File: src/rtl/seq_mul_rv.sv
// rtl/seq_mul_rv.sv - multi-mode sequential shift-add multiplier (MUL/MULH/MULHSU/MULHU) with valid/ready
module seq_mul_rv #(
    parameter int WIDTH = 64,
    parameter int CNT_W = $clog2(WIDTH) + 1
) (
    input  logic                 Clk,
    input  logic                 Rst,
    input  logic                 in_valid,
    output logic                 in_ready,
    input  logic [1:0]           mode,
    input  logic [WIDTH-1:0]     a,
    input  logic [WIDTH-1:0]     b,
    output logic                 out_valid,
    input  logic                 out_ready,
    output logic [WIDTH-1:0]     result,
    output logic [2*WIDTH-1:0]   product
);

    typedef enum logic [1:0] {IDLE, CALC, FIXUP, DONE} state_t;

    state_t               state, state_nxt;
    logic [1:0]           mode_q;
    logic                 neg_q;
    logic [WIDTH-1:0]     mcand_q;
    logic [WIDTH-1:0]     mplier_q;
    logic [2*WIDTH:0]     acc_q;
    logic [CNT_W-1:0]     cnt_q;

    logic                 a_signed, b_signed;
    logic [WIDTH-1:0]     a_mag, b_mag;
    logic [WIDTH:0]       sum;
    logic [2*WIDTH-1:0]   mag, prod_fix;

    assign a_signed = (mode == 2'b01) || (mode == 2'b10);
    assign b_signed = (mode == 2'b01);
    // Magnitude of the most negative value wraps to 2^(WIDTH-1), which is still correct unsigned
    assign a_mag    = (a_signed && a[WIDTH-1]) ? (~a + 1'b1) : a;
    assign b_mag    = (b_signed && b[WIDTH-1]) ? (~b + 1'b1) : b;

    assign sum      = acc_q[2*WIDTH:WIDTH] + (mplier_q[0] ? {1'b0, mcand_q} : {(WIDTH+1){1'b0}});
    assign mag      = acc_q[2*WIDTH-1:0];
    assign prod_fix = neg_q ? (~mag + 1'b1) : mag;

    always_ff @(posedge Clk or negedge Rst) begin
        if (!Rst) begin
            state <= IDLE;
        end else begin
            state <= state_nxt;
        end
    end

    always_comb begin
        state_nxt = state;
        case (state)
            IDLE:    if (in_valid) state_nxt = CALC;
            CALC:    if (cnt_q == CNT_W'(WIDTH - 1)) state_nxt = FIXUP;
            FIXUP:   state_nxt = DONE;
            DONE:    if (out_ready) state_nxt = IDLE;
            default: state_nxt = IDLE;
        endcase
    end

    always_comb begin
        in_ready  = (state == IDLE);
        out_valid = (state == DONE);
    end

    always_ff @(posedge Clk or negedge Rst) begin
        if (!Rst) begin
            mode_q   <= 2'b00;
            neg_q    <= 1'b0;
            mcand_q  <= '0;
            mplier_q <= '0;
            acc_q    <= '0;
            cnt_q    <= '0;
            result   <= '0;
            product  <= '0;
        end else begin
            case (state)
                IDLE: begin
                    if (in_valid) begin
                        mode_q   <= mode;
                        neg_q    <= (a_signed & a[WIDTH-1]) ^ (b_signed & b[WIDTH-1]);
                        mcand_q  <= a_mag;
                        mplier_q <= b_mag;
                        acc_q    <= '0;
                        cnt_q    <= '0;
                    end
                end
                CALC: begin
                    // Add into the upper WIDTH+1 bits, then shift the whole accumulator right
                    acc_q    <= {1'b0, sum, acc_q[WIDTH-1:1]};
                    mplier_q <= mplier_q >> 1;
                    cnt_q    <= cnt_q + 1'b1;
                end
                FIXUP: begin
                    product <= prod_fix;
                    result  <= (mode_q == 2'b00) ? prod_fix[WIDTH-1:0] : prod_fix[2*WIDTH-1:WIDTH];
                end
                default: ;
            endcase
        end
    end

endmodule

File: config.mk
export PLATFORM = sky130hd
export DESIGN_NAME = seq_mul_rv
export DESIGN_NICKNAME = d
export VERILOG_FILES = /design/src/rtl/seq_mul_rv.sv
export SDC_FILE = /design/constraint.sdc
export NUM_CORES = 1
export LEC_CHECK = 0
export ABC_AREA = 1
export CAP_MARGIN = 0
export CORE_MARGIN = 5
export CORE_UTILIZATION = 45
export CTS_BUF_LIST = sky130_fd_sc_hd__clkbuf_8
export DETAILED_ROUTE_END_ITERATION = 7
export PLACE_DENSITY = 0.68
export SYNTH_ARGS = -nofsm -noshare
export SYNTH_HDL_FRONTEND = slang
export SYNTH_SLANG_ARGS = --single-unit
File: constraint.sdc
create_clock -name Clk -period 2.55 [get_ports Clk]
set_clock_uncertainty 0.15 [all_clocks]
set_input_delay 0.255 -clock Clk [delete_from_list [all_inputs] [get_ports Clk]]
set_output_delay 0.255 -clock Clk [all_outputs]
set_load 0.01 [all_outputs]
# After elaboration in Yosys (flattened, before gate mapping)
# Index checks and enable logic that the tools add are counted.
[classes] n_addsub=5 eq_ne=9 mux=15 bitwise_logic=6 reduce_logical=9
[op_table] op="$mux 64" n=5
[op_table] op="$pmux 129 s2" n=1
[op_table] op="$mux 129" n=1
[op_table] op="$add 128x1->128 const B" n=1
[op_table] op="$add 64x1->64 const B" n=2
[op_table] op="$mux 128" n=1
[op_table] op="$not 128->128" n=1
[op_table] op="$not 64->64" n=2
[op_table] op="$pmux 64 s2" n=1
[op_table] op="$add 65x64->65" n=1
[op_table] op="$pmux 7 s2" n=1
[op_table] op="$pmux 2 s4" n=1
[op_table] op="$add 7x1->7 const B" n=1
[op_table] op="$eq 7x6->1 const B" n=1
[op_table] op="$mux 7" n=1
[op_table] op="$eq 2x2->1 const B" n=3
[op_table] op="$mux 2" n=3
[op_table] op="$eq 2x1->1 const B" n=2
[op_table] op="$logic_not 2->1" n=2
[op_table] op="$ne 2x2->1 const B" n=2
[op_table] op="$reduce_and 2->1" n=2
[op_table] op="$reduce_and 3->1" n=1
[op_table] op="$and 1x1->1" n=2
[op_table] op="$logic_and 1x1->1" n=2
[op_table] op="other kinds (4)" n=4
[word_totals] register_bits=461 in_bits=134 out_inout_bits=194 word_cells=53

# Logic depth before layout (Yosys ltp)
[depth] depth_word=5 depth_mapped=21 mapped_depth_nobuf=19

# Worst setup path after synthesis
# No wires, ideal clock.
[synth_path] kind="reg2reg" from="reg mplier_q[0]" to="reg acc_q[119]" setup_time_ns=0.118 arrival_time_ns=2.529 required_ns=2.282 setup_slack_ns=-0.247 path_stages_with_launch=22 n_path_buf=2 period_less_slack_ns=2.797 path_cell_list="dfrtp_1 clkbuf_1 clkbuf_1 nand2_1 inv_1 ha_1 inv_1 fa_1 inv_1 nand3_1 nand2_1 nand2_1 nand2_1 nand2_1 nand2_1 nand2_1 nand2_1 nand2_1 nand2_1 nand2_1 nand3_1 nand2_1"
[synth_via] elab_chain_cells=3
[synth_rtl] item="from (decl)" line_no="25" text="logic [WIDTH-1:0] mplier_q;"
[synth_rtl] item="from (signal assigned)" line_no="85" text="mplier_q <= b_mag;"
[synth_rtl] item="from (signal assigned)" line_no="93" text="mplier_q <= mplier_q >> 1;"
[synth_rtl] item="$mux 64" line_no="40" text="assign sum = acc_q[2*WIDTH:WIDTH] + (mplier_q[0] ? {1'b0, mcand_q} : {(WIDTH+1){1'b0}});"
[synth_rtl] item="$add 65x64->65" line_no="40"
[synth_rtl] item="$pmux 129 s2" line_no="79" text="case (state)"
[synth_rtl] item="to (signal assigned)" line_no="92" text="acc_q <= {1'b0, sum, acc_q[WIDTH-1:1]};"
[synth_rtl] item="to (decl)" line_no="26" text="logic [2*WIDTH:0] acc_q;"
# Every way passes these cells.
# A chain may end at the register's enable or synchronous reset.

# Final worst setup path
[layout_path] from="reg mplier_q[0]" to="reg acc_q[113]"
# The elaborated chain is that of the path after synthesis.

==> results <==
- The run finished, with violations left.
- The final reports fail on setup timing.
- The endpoint identified for the worst register-to-register timing path is acc_q[113].
- After detailed routing, the average wire length per cell comes to 21.05 um.
- For this run, the number of Yosys warnings is 0.
- The cell family contributing the most delay on the critical path is simple AND/OR/NAND/NOR gates.
- Dividing the detail-routed via count by the number of cells gives around 5.4.
- The cell depth of the worst hold path is 3.
- The final standard cell count with taps included and fillers excluded is 7,268.
- The number of hold violations in the final report was 0.
- Counting both buffers and inverters, the worst setup path holds a total of 3.
- The remaining antenna violation count is 0.
- The number of placed instances with taps included is 7,107.
- The maximum clock path buffer count is 3.
- The area added between synthesis and finish is 38.45%.
- At the worst endpoint, the required time is a little under 3 ns.
- In this run the most critical hold path is launched from b[35].
- The CTS tree is done.
- The first global-routing pass estimated 226.6 mm of wire.
- For hold timing, the worst endpoint is mplier_q[35].
- After layout, the worst setup slack is -0.2479 ns.
- In this run the worst path has a maximum fanout of 15.
- The synthesized instance count is approximately 5,300.
- The worst setup path is launched from a flop.
- The library cell used most frequently in the layout, excluding fill and tap cells, is nand2_1.
- The initial antenna violation count is 2.
- The critical path's most frequent cell is nand2_1.
- The worst slack at placement is -0.2040 ns.
- The clock insertion delay at the later pin of the skew report is slightly above 0.7 ns.
- The synthesized design contains 0 enable-type register cells.
- The number of search-and-repair iterations in the first detailed-routing pass is 6.
- The die is 282.2 um tall.
- The total of endpoints with negative setup slack in the final report is 47.
- The post-route DRC violation count is 0.
- Clock-pin slew was measured on the worst setup and hold paths at around 0.070 ns.
- The total via count after detailed routing is slightly below 40,000.
- Measured along the x axis, the die boundary spans approximately 280 um.
- The final critical path takes up 109.7% of the cycle.
- Wires add up to between 150 and 200 mm.
- Among all flip-flop cells after synthesis, the most frequent one is dfrtp_1.
- The first routing iteration left 3,691 violations.
- The delay of the slowest critical-path stage is between 0.5 and 0.6 ns.
- In the global route stage, overall resource usage came out at between 30 and 40%.
- The final net count is approximately 6,500.
- Once detailed placement completed, the half-perimeter wirelength came to ~120 mm.
- Summing the sequential cell areas from Yosys gives between 30% and 40% of the chip area.
- The cell area after synthesis is around 0.033 sq mm.
- The worst setup path is of the reg2reg kind.
- The kind of capture point of the worst setup path is a flop.
- The core region is 0.07321 sq mm.
- Max-cap violations in this run came to 0.
- The source of the worst register-to-register timing path is mplier_q[0].
- The number of placement rows is 99.
- Based on the critical path, the design can be clocked at up to ~0.36 GHz.
- Walking the worst path, the cells encountered are buf_12 > nand2_1 > inv_1 > ha_2 > nand2_1 > nor2_2 > nand2_2 > nor2_2 > inv_1 > nor2_1 > nand2_2 > nand2_1 > nand2_1 > nand3_1 > nand2_1.
- At the pin with the least slew margin, the transition time is about 0.64 ns.
- Buffers inserted during clock tree synthesis total 82.
- The I/O pin count is ~330.
- Port buffering added 327 buffers.
- After synthesis the netlist holds a flip-flop and latch count of 460.
- A synthesized cell averages between 6 and 7 sq um.
- The unique cell type count in the Yosys netlist is 50.
- In the layout the commonest cells are nand2_1 (1,694), inv_1 (729), buf_4 (660).
- At the worst endpoint, the arrival time is around 3.2 ns.
- The final weighted congestion of routability-driven global placement is between 1 and 1.5.
- The total number of H-tree levels is 3.
- Setup repair after global routing could not meet its margin everywhere.
- The fraction of layout instances using a drive strength above 1 is approximately a fifth.
- The worst register-to-register path has a setup slack of -0.25 ns.
- The tree built by TritonCTS fans out to 460 sinks.
- The worst pin sits at a relative slew slack of between 50% and 60%.
- The overall overflow remaining after global route is 0.
- The initial utilization of the core area, before any placement, comes to between 40% and 50%.
- The logic depth of the worst register-to-register path is 15.
- Among all stages on the critical path, the largest delay is contributed by dfrtp_2.
- The fraction of synthesis flops using an asynchronous set or reset pin is 100.0%.
- The die footprint is 0.07964 sq mm.
- Entering global routing, the biggest net connects 100 pins.
- The clock period minus worst slack is 2.798 ns.
- The number of global-route vias before repair is roughly 38,000.
- The number of slew-limit violations in the final report is 0.
- In this run the worst hold path is classified as in2reg.
- The number of nets in the synthesized netlist is approximately 5,500.
- CTS placed an instance of clkbuf_8 at the clock tree root.
==> state kept, by name, indices dropped and copies added, names as in the netlist <==
register / flops
product: 128
mcand_q: 64
mplier_q: 64
neg_q: 1
cnt_q: 7
mode_q: 2
acc_q: 128
state: 2
result: 64
==> repair_timing <==
action / 4_1_cts / 5_1_grt
endpoints found under the setup margin: 73 / 124
buffers inserted: 0 / 8
pin swaps: 3 / 18
resized for setup: 139 / 226
hold buffers: 2 / 0
endpoints found under the hold margin: 419 / 0
cloned: 1 / 4
==> kinds of logic (layout without fill, tap and decap cells) <==
kind of cell	after synthesis	count (layout)	synth area share (%)
other	0	1	0
adder cells (fa/ha/maj)	74	74	2.799
buffers and inverters	884	1898	10.07
AND/OR/NAND/NOR	3124	3125	38.53
flip-flops	460	460	34.52
XOR/XNOR	107	107	2.811
AO/OA/AOI/OAI	644	644	11.27
==> worst register-to-register path, cell delays in order (launching register included) <==
cell and delay, ns:
dfrtp_2 0.53, buf_12 0.21, nand2_1 0.09, inv_1 0.07
ha_2 0.39, nand2_1 0.15, nor2_2 0.25, nand2_2 0.13
nor2_2 0.18, inv_1 0.09, nor2_1 0.12, nand2_2 0.10
nand2_1 0.08, nand2_1 0.04, nand3_1 0.06, nand2_1 0.06
==> per-stage QoR <==
stage / setup TNS [ns] / hold WS (ns) / utilization, % / area [sq um]
floorplan: 0 / -0.1906 / - / 33360
global placement: -3.787 / 0.08064 / 58.53 / 42850
detailed placement: -6.499 / 0.08100 / 58.53 / 42850
CTS: -0.8550 / 0.04375 / 61.74 / 45200
global route: -14.51 / 0.07776 / 63.06 / 46160
finish: -6.487 / 0.08575 / 63.06 / 46160
==> cells in the mapped netlist, types with 4 or more instances <==
cell      number  area share (%)
nor4_1         4           0.075
o21ai_2        6            0.16
xor2_1        93             2.4
nand3b_1      12            0.27
o21ai_1       15            0.23
or2_2         16            0.30
nor2_2        18            0.34
inv_1        719             8.1
o21bai_1      25            0.56
a21boi_0       5            0.11
nand2_2       13            0.24
dfrtp_1      460              35
a31oi_1      104             2.0
buf_2         23            0.35
nor3_1        50            0.75
buf_1         24            0.27
o211ai_1      13            0.29
nand2_1     1770              20
nand3_1      430             6.5
clkbuf_1     112             1.3
o21ai_0      210             3.2
nor2_1       712             8.0
nand4_1       77             1.4
xnor2_1       14            0.37
o221ai_1      27            0.71
o22ai_1       99             1.9
a21oi_1      127             1.9
ha_1          73             2.7
nor2_4         8            0.27
==> worst max path at each step <==
stage | startpoint | end | cells past startpoint | slack [ns]
finish | mplier_q[0] | acc_q[113] | 15 | -0.25
global route | mplier_q[0] | acc_q[91] | 14 | -0.40
CTS | mplier_q[0] | acc_q[111] | 14 | -0.08
detailed placement | mplier_q[0] | acc_q[116] | 17 | -0.20
global placement | mplier_q[0] | acc_q[111] | 15 | -0.19
floorplan | mplier_q[0] | acc_q[119] | 21 | 0.01
==> metal layers <==
metal	global-route usage [%]	vias to the layer above	share of wire, %
met5	0	-	0.0085
met4	20.66	2	7.0
met3	5.068	422	7.3
met2	60.88	1775	46
met1	47.75	18430	40
li1	-	18830	-
==> cell type report <==
type                    instances  area (sq um)
clock inverters                44         367.9
diodes                          1         2.502
multi-input cells            3950         19890
repair buffers               1029          9056
flip-flops and latches        460         11530
fillers                      6988         27040
inverters                     724          2723
well taps                     959          1200
clock buffers                 101          1390
Power is not shown: default switching activity piles up to over one toggle a cycle in this logic, so the estimate is an artifact.
